File: src/rtl/mac_vert_pkg.sv
// Shared types and width helpers for the vertical bit-column MAC.
// Optional saturation build: MAC_VERT_SAT_EN.
package mac_vert_pkg;

  typedef enum logic [1:0] {
    IDLE,
    RUN,
    DRAIN,
    DONE
  } state_t;

  // {is_msb, is_skip_zero}
  typedef enum logic [1:0] {
    TS_ONES_FROM_ZEROS = 2'b00,
    TS_PSUM            = 2'b01,
    TS_MSB_ZEROS       = 2'b10,
    TS_MSB_NEG         = 2'b11
  } term_sel_t;

  function automatic int sel_w(input int vl);
    return $clog2(vl) + 1;
  endfunction

  function automatic int sum_w(input int dw, input int vl);
    return dw + $clog2(vl);
  endfunction

  function automatic int acc_w(input int sw, input int wb);
    return sw + wb + 6;
  endfunction

  function automatic int cidx_w(input int wb);
    return $clog2(wb);
  endfunction

endpackage

File: src/rtl/mac_vert_col_datapath.sv
// Column datapath: S1 activation select, S2 adder tree, term mux,
// shifters and the special (sum_act * const + hamming) term.
module mac_vert_col_datapath
  import mac_vert_pkg::*;
#(
  parameter int DATA_WIDTH    = 8,
  parameter int VEC_LENGTH    = 32,
  parameter int NUM_SEL       = VEC_LENGTH / 2,
  parameter int W_BITS        = 8,
  parameter int SEL_WIDTH     = sel_w(VEC_LENGTH),
  parameter int SUM_ACT_WIDTH = sum_w(DATA_WIDTH, VEC_LENGTH),
  parameter int ACC_WIDTH     = acc_w(SUM_ACT_WIDTH, W_BITS),
  parameter int CW            = cidx_w(W_BITS)
) (
  input  logic                                  clk,
  input  logic                                  reset_n,
  input  logic                                  flush,
  input  logic                                  col_hs,
  input  logic [VEC_LENGTH-1:0][DATA_WIDTH-1:0] act,
  input  logic signed [SUM_ACT_WIDTH-1:0]       sum_act,
  input  logic [NUM_SEL-1:0][SEL_WIDTH-1:0]     act_sel,
  input  logic [SEL_WIDTH-1:0]                  hamming_sel,
  input  logic                                  hamming_sign,
  input  logic [2:0]                            mul_const,
  input  logic                                  is_shift_mul,
  input  logic                                  is_skip_zero,
  input  logic [CW-1:0]                         col_idx,
  output logic                                  s1_valid,
  output logic                                  s2_valid,
  output logic signed [ACC_WIDTH-1:0]           term,
  output logic signed [ACC_WIDTH-1:0]           special
);

  localparam int IW = $clog2(VEC_LENGTH);
  localparam logic [SEL_WIDTH-1:0] SEL_MAX = SEL_WIDTH'(VEC_LENGTH);

  logic [NUM_SEL-1:0][DATA_WIDTH-1:0] lane_d, lane_q;
  logic [DATA_WIDTH-1:0] ham_d, ham_q;
  logic sign_q, shift_q, skip_q;
  logic [2:0] mc_q;
  logic [CW-1:0] idx_q;

  // Out-of-range selects read as zero
  always_comb begin
    lane_d = '0;
    ham_d  = '0;
    for (int l = 0; l < NUM_SEL; l++) begin
      if (act_sel[l] < SEL_MAX) lane_d[l] = act[act_sel[l][IW-1:0]];
    end
    if (hamming_sel < SEL_MAX) ham_d = act[hamming_sel[IW-1:0]];
  end

  always_ff @(posedge clk or negedge reset_n) begin
    if (!reset_n) begin
      s1_valid <= 1'b0;
      lane_q   <= '0;
      ham_q    <= '0;
      sign_q   <= 1'b0;
      shift_q  <= 1'b0;
      skip_q   <= 1'b0;
      mc_q     <= '0;
      idx_q    <= '0;
    end else begin
      s1_valid <= col_hs;
      if (col_hs) begin
        lane_q  <= lane_d;
        ham_q   <= ham_d;
        sign_q  <= hamming_sign;
        shift_q <= is_shift_mul;
        skip_q  <= is_skip_zero;
        mc_q    <= mul_const;
        idx_q   <= col_idx;
      end
    end
  end

  logic signed [ACC_WIDTH-1:0] psum, sa, pick_t, prod, ham_x;
  logic signed [ACC_WIDTH-1:0] term_d, special_d;
  logic signed [DATA_WIDTH:0]  ham_n;
  term_sel_t ts;

  always_comb begin
    psum = '0;
    for (int l = 0; l < NUM_SEL; l++) begin
      psum = psum + ACC_WIDTH'($signed(lane_q[l]));
    end
    sa = ACC_WIDTH'(sum_act);
    ts = term_sel_t'({idx_q == CW'(W_BITS - 1), skip_q});
    pick_t = psum;
    unique case (ts)
      TS_ONES_FROM_ZEROS: pick_t = sa - psum;
      TS_PSUM:            pick_t = psum;
      TS_MSB_ZEROS:       pick_t = psum - sa;
      TS_MSB_NEG:         pick_t = -psum;
      default:            pick_t = psum;
    endcase
    prod = sa * ACC_WIDTH'($signed({1'b0, mc_q}));
    if (shift_q) prod = prod <<< 3;
    // One extra bit so negating the most negative activation cannot wrap
    ham_n = {ham_q[DATA_WIDTH-1], ham_q};
    if (sign_q) ham_n = -ham_n;
    ham_x     = ACC_WIDTH'(ham_n);
    term_d    = pick_t <<< idx_q;
    special_d = prod + (ham_x <<< idx_q);
  end

  always_ff @(posedge clk or negedge reset_n) begin
    if (!reset_n) begin
      s2_valid <= 1'b0;
      term     <= '0;
      special  <= '0;
    end else begin
      s2_valid <= s1_valid & ~flush;
      if (s1_valid) begin
        term    <= term_d;
        special <= special_d;
      end
    end
  end

endmodule

File: src/rtl/mac_unit_vert_seq.sv
// Self-sequencing vertical bit-column MAC: FSM, column counter,
// latched activations, accumulator and result handshake. Option: MAC_VERT_SAT_EN.
module mac_unit_vert_seq
  import mac_vert_pkg::*;
#(
  parameter int DATA_WIDTH    = 8,
  parameter int VEC_LENGTH    = 32,
  parameter int NUM_SEL       = VEC_LENGTH / 2,
  parameter int W_BITS        = 8,
  parameter int SEL_WIDTH     = sel_w(VEC_LENGTH),
  parameter int SUM_ACT_WIDTH = sum_w(DATA_WIDTH, VEC_LENGTH),
  parameter int ACC_WIDTH     = acc_w(SUM_ACT_WIDTH, W_BITS)
) (
  input  logic                                  clk,
  input  logic                                  reset_n,
  input  logic                                  flush,
  input  logic                                  act_valid,
  output logic                                  act_ready,
  input  logic [VEC_LENGTH-1:0][DATA_WIDTH-1:0] act,
  input  logic signed [SUM_ACT_WIDTH-1:0]       sum_act,
  input  logic                                  col_valid,
  output logic                                  col_ready,
  input  logic [NUM_SEL-1:0][SEL_WIDTH-1:0]     act_sel,
  input  logic [SEL_WIDTH-1:0]                  hamming_sel,
  input  logic                                  hamming_sign,
  input  logic [2:0]                            mul_const,
  input  logic                                  is_shift_mul,
  input  logic                                  is_skip_zero,
  output logic                                  out_valid,
  input  logic                                  out_ready,
  output logic signed [ACC_WIDTH-1:0]           result
`ifdef MAC_VERT_SAT_EN
  ,
  output logic                                  sat_flag
`endif
);

  localparam int CW = cidx_w(W_BITS);
  localparam logic [CW-1:0] LAST = CW'(W_BITS - 1);

  state_t state, state_nx;
  logic [VEC_LENGTH-1:0][DATA_WIDTH-1:0] act_q;
  logic signed [SUM_ACT_WIDTH-1:0] sum_q;
  logic [CW-1:0] col_idx;
  logic signed [ACC_WIDTH-1:0] acc, acc_nx, term, special;
  logic s1_valid, s2_valid;
  logic act_hs, col_hs, acc_en;

  assign act_ready = state == IDLE;
  assign col_ready = state == RUN;
  assign out_valid = state == DONE;
  assign act_hs    = act_valid & act_ready & ~flush;
  assign col_hs    = col_valid & col_ready & ~flush;

  always_comb begin
    state_nx = state;
    unique case (state)
      IDLE:    if (act_hs) state_nx = RUN;
      RUN:     if (col_hs && col_idx == '0) state_nx = DRAIN;
      DRAIN:   if (!s1_valid && !s2_valid) state_nx = DONE;
      DONE:    if (out_ready) state_nx = IDLE;
      default: state_nx = IDLE;
    endcase
    if (flush) state_nx = IDLE;
  end

  mac_vert_col_datapath #(
    .DATA_WIDTH    (DATA_WIDTH),
    .VEC_LENGTH    (VEC_LENGTH),
    .NUM_SEL       (NUM_SEL),
    .W_BITS        (W_BITS),
    .SEL_WIDTH     (SEL_WIDTH),
    .SUM_ACT_WIDTH (SUM_ACT_WIDTH),
    .ACC_WIDTH     (ACC_WIDTH),
    .CW            (CW)
  ) u_dp (
    .clk          (clk),
    .reset_n      (reset_n),
    .flush        (flush),
    .col_hs       (col_hs),
    .act          (act_q),
    .sum_act      (sum_q),
    .act_sel      (act_sel),
    .hamming_sel  (hamming_sel),
    .hamming_sign (hamming_sign),
    .mul_const    (mul_const),
    .is_shift_mul (is_shift_mul),
    .is_skip_zero (is_skip_zero),
    .col_idx      (col_idx),
    .s1_valid     (s1_valid),
    .s2_valid     (s2_valid),
    .term         (term),
    .special      (special)
  );

`ifdef MAC_VERT_SAT_EN
  localparam logic signed [ACC_WIDTH+1:0] WMAX =
    (ACC_WIDTH+2)'({1'b0, {(ACC_WIDTH-1){1'b1}}});
  localparam logic signed [ACC_WIDTH+1:0] WMIN = -WMAX - 1;

  logic signed [ACC_WIDTH+1:0] wide;
  logic sat_hit;

  always_comb begin
    wide = (ACC_WIDTH+2)'(acc) + (ACC_WIDTH+2)'(term)
         + (ACC_WIDTH+2)'(special);
    sat_hit = 1'b1;
    if (wide > WMAX) acc_nx = {1'b0, {(ACC_WIDTH-1){1'b1}}};
    else if (wide < WMIN) acc_nx = {1'b1, {(ACC_WIDTH-1){1'b0}}};
    else begin
      acc_nx  = wide[ACC_WIDTH-1:0];
      sat_hit = 1'b0;
    end
  end

  // Once clipped, the accumulator is frozen for the rest of the vector
  assign acc_en = s2_valid & ~flush & ~sat_flag;

  always_ff @(posedge clk or negedge reset_n) begin
    if (!reset_n) sat_flag <= 1'b0;
    else if (act_hs) sat_flag <= 1'b0;
    else if (acc_en && sat_hit) sat_flag <= 1'b1;
  end
`else
  assign acc_nx = acc + term + special;
  assign acc_en = s2_valid & ~flush;
`endif

  always_ff @(posedge clk or negedge reset_n) begin
    if (!reset_n) begin
      state   <= IDLE;
      act_q   <= '0;
      sum_q   <= '0;
      col_idx <= LAST;
      acc     <= '0;
      result  <= '0;
    end else begin
      state <= state_nx;
      if (act_hs) begin
        act_q   <= act;
        sum_q   <= sum_act;
        acc     <= '0;
        col_idx <= LAST;
      end else begin
        if (col_hs) col_idx <= col_idx - CW'(1);
        if (acc_en) acc <= acc_nx;
      end
      if (state == DRAIN && state_nx == DONE) result <= acc;
    end
  end

endmodule

File: config.mk
export PLATFORM = sky130hd
export DESIGN_NAME = mac_unit_vert_seq
export DESIGN_NICKNAME = d
export VERILOG_FILES = /design/src/rtl/mac_vert_pkg.sv /design/src/rtl/mac_vert_col_datapath.sv /design/src/rtl/mac_unit_vert_seq.sv
export SDC_FILE = /design/constraint.sdc
export NUM_CORES = 2
export LEC_CHECK = 0
export CAP_MARGIN = 20
export CORE_MARGIN = 2
export CORE_UTILIZATION = 40
export CTS_BUF_LIST = sky130_fd_sc_hd__clkbuf_16
export DETAILED_ROUTE_END_ITERATION = 10
export HOLD_SLACK_MARGIN = 0.1
export PLACE_DENSITY = 0.61
export SYNTH_ARGS = -nofsm -noshare
export SYNTH_HDL_FRONTEND = slang
export SYNTH_SLANG_ARGS = --single-unit
File: constraint.sdc
create_clock -name clk -period 10.4 [get_ports clk]
set_clock_uncertainty 0.15 [all_clocks]
set_input_delay 3.12 -clock clk [delete_from_list [all_inputs] [get_ports clk]]
set_output_delay 3.12 -clock clk [all_outputs]
set_load 0.01 [all_outputs]
==> summary.txt <==
Clock network
  • Maximum clock insertion buffer count: 3
  • Clk Latency, worst-skew pair: 710 ps
  • Clk sink count: 529
  • Clk root buf: clkbuf_16
  • CTS tree: done
  • CTS Hold Bufs: 0
  • H-Tree Depth: 3
  • Clk pin slew, worst setup/hold paths: 60 ps
  • Total CTS buffers: 67

Global routing
  • Pin count of the biggest net entering global routing: 150
  • GRT Util Overall: 34.7%
  • First-pass GRT wire length: 422 mm
  • Initial antenna violation count: 49
  • Vias in the first global route: 56639
  • GR Overflow Total: 0

Yosys
  • Mapped cell area: 0.0668 mm^2
  • Cell count after synthesis: 5700
  • Avg Cell Area, Syn: 11.7 um^2
  • Asr flop ratio synth: 100%
  • Post-synthesis sequential area ratio: 19.8%
  • Post-synth EDFFs: 0
  • Post-synth top flop: dfrtp_1
  • Synth unique cells: 89
  • Synth Net Count: 6415
  • Yosys reg bits: 529
  • YS warnings: 0

Critical path
  • CP endpoint: u_dp.term[25]
  • Max incr delay on CP: 580 ps
  • Crit Path Max Fanout: 8
  • CP startpoint kind: flip-flop
  • Worst reg2reg startpoint: u_dp.lane_q[1]
  • Worst Setup SP: u_dp.lane_q[1]
  • Worst endpoint required time: 10850 ps
  • Setup slack, reg-to-reg: 350 ps
  • Reg-to-Reg End: u_dp.term[25]
  • Critical path's slowest cell: fa_1
  • Worst r2r path cells: 42
  • CP Capture Type: flip-flop
  • Crit path kind: reg2reg
  • Arrival time at the worst endpoint: 10500 ps

Timing
  • Max-slew violations: 0
  • Worst Max-Slew Pin Slew: 1310 ps
  • Tcrit/Tclk final: 96.7%
  • Crit path time final: 10050 ps
  • Hold WS: 353 ps
  • Max Clk Rate: 99.5 MHz
  • Count of final setup violators: 0
  • Rel. slew slack: 12.1%
  • Final hold violation count: 0

Floorplan
  • Die Y: 413 um
  • CORE AREA: 0.167 mm^2
  • Die W: 413 um
  • Initial Util: 40.1%
  • Row cnt: 150
  • I/O pin count: 413
  • DIE AREA: 0.170 mm^2

Drt
  • DR pass1 iterations: 6
  • Detailed Route Iter0 Violations: 9706
  • WL/cell: 37.3 um
  • # DRC: 0
  • Final WL: 297 mm
  • Via count: 57797
  • Final ANT Viol Nets: 0
  • Vias per cell: 7.24

Final layout
  • Share of cells above drive strength 1: 34.0%
  • Area delta synth->final: 13.0%
  • Commonest non-fill, non-tap cell in the layout: mux4_2
  • Most frequent cells in the layout: 1366 x mux4_2, 1062 x nand2_1, 524 x dfrtp_1, 360 x clkdlybuf4s50_1, 292 x inv_1
  • Post-layout net count: 6422

Placed design
  • Final HPWL DP: 201 mm
  • RD Place Congestion: 1.00
  • Port Buffers: 412

Min path
  • HP Class: reg2reg

Status
  • Status: complete, no violations

Job
  • Max Cap Violations: 0
## cells in the mapped netlist, types with 5 or more instances
cell,count,share of area [%]
a31oi_1,23,0.22
a21boi_0,5,0.056
o31ai_1,17,0.19
o21bai_1,18,0.20
dfrtp_1,526,20
nor2_1,132,0.74
a21o_1,36,0.40
o21ai_0,240,1.8
nand4_1,11,0.10
buf_1,169,0.95
mux2i_1,173,2.6
clkbuf_1,562,3.2
and2_1,43,0.40
mux4_2,1366,46
o211ai_1,22,0.25
nor3_1,36,0.27
xor2_1,38,0.50
or3_1,8,0.075
nand2_1,1063,6.0
a21oi_1,136,1.0
ha_1,163,3.1
o221ai_1,12,0.16
a31o_2,6,0.079
a2111oi_0,12,0.16
nand2b_1,30,0.28
mux2_2,62,1.0
and3_1,7,0.066
nor4_1,6,0.056
inv_1,288,1.6
a22o_1,5,0.066
nand3_1,44,0.33
a221oi_1,6,0.079
o22ai_1,25,0.23
o21ai_1,5,0.037
a211o_1,6,0.079
a211oi_1,19,0.21
o21a_1,25,0.28
nor2b_1,20,0.19
xnor2_1,62,0.81
fa_1,169,5.1
a311oi_1,6,0.079
## sequential cells by signal, summed over array words and instances, names as in the netlist, 2 cells and up
signal        count
u_dp.term        27
sum_q            13
act_q           256
result           27
acc              27
col_idx           3
u_dp.lane_q     128
u_dp.idx_q        3
state             2
u_dp.mc_q         3
u_dp.special     27
u_dp.ham_q        8
## per-layer routing
| metal | up-vias | part of all wire [%] | track usage, % |
|---|---|---|---|
| met5 | - | 0.094 | 0.452 |
| met1 | 29088 | 33 | 42.1 |
| met2 | 5377 | 41 | 48.9 |
| met3 | 1354 | 17 | 17.9 |
| met4 | 34 | 8.2 | 20.7 |
| li1 | 21944 | - | - |
## metrics by stage
step | std cells | instance area (um^2) | setup WS, ps | setup TNS (ps) | utilization [%]
2_1_floorplan | 5700 | 66800 | 555 | 0 | -
3_3_place_gp | 7825 | 72700 | -213 | -465 | 43.6
3_5_place_dp | 7827 | 72700 | -83.1 | -188 | 43.6
4_1_cts | 7946 | 74800 | 4.73 | 0 | 44.9
5_1_grt | 7969 | 75500 | -20.0 | -39.4 | 45.3
6_report | 7980 | 75500 | 347 | 0 | 45.3
## worst min path at each step
stage / start / endpoint / depth (start not counted) / slack, ps
6_report: result[11] / result[11] / 1 / 350
5_1_grt: result[13] / result[13] / 1 / 360
4_1_cts: u_dp.lane_q[60] / u_dp.lane_q[60] / 2 / 360
3_5_place_dp: u_dp.lane_q[60] / u_dp.lane_q[60] / 2 / 340
3_3_place_gp: u_dp.lane_q[23] / u_dp.lane_q[23] / 2 / 330
2_1_floorplan: u_dp.lane_q[112] / u_dp.lane_q[112] / 2 / 310
## worst max-delay path: cells and delay by family (launching register included)
family	cells	cell delay (ps)
adder cells (fa/ha/maj)	11	4470
AO/OA/AOI/OAI	16	3050
buffers and inverters	10	840
multiplexers	1	490
XOR/XNOR	2	370
flip-flops	1	340
AND/OR/NAND/NOR	2	210
## cell type report
type	instances	area, um^2
fill	15298	91200
clock buffer	67	1680
sequential	529	13200
multi-input combinational	4143	50200
inverter	293	1100
antenna	19	47.5
tap	2204	2760
timing repair buffer	673	6070
clock inverter	52	359
## repair_timing
item | 4_1_cts | 5_1_grt
pin swaps | 0 | 54
gates resized for setup | 7 | 113
setup endpoints to repair | 5 | 16
buffers inserted | 0 | 12
## cell families after synthesis
| family | after synthesis | share of synthesized area [%] |
|---|---|---|
| AO/OA/AOI/OAI | 686 | 6.55 |
| XOR/XNOR | 100 | 1.31 |
| adder cells (fa/ha/maj) | 332 | 8.11 |
| AND/OR/NAND/NOR | 1424 | 8.78 |
| flip-flops | 529 | 19.8 |
| buffers and inverters | 1028 | 5.78 |
| multiplexers | 1601 | 49.7 |
Power is not shown: default switching activity piles up to over one toggle a cycle in this logic, so the estimate is an artifact.
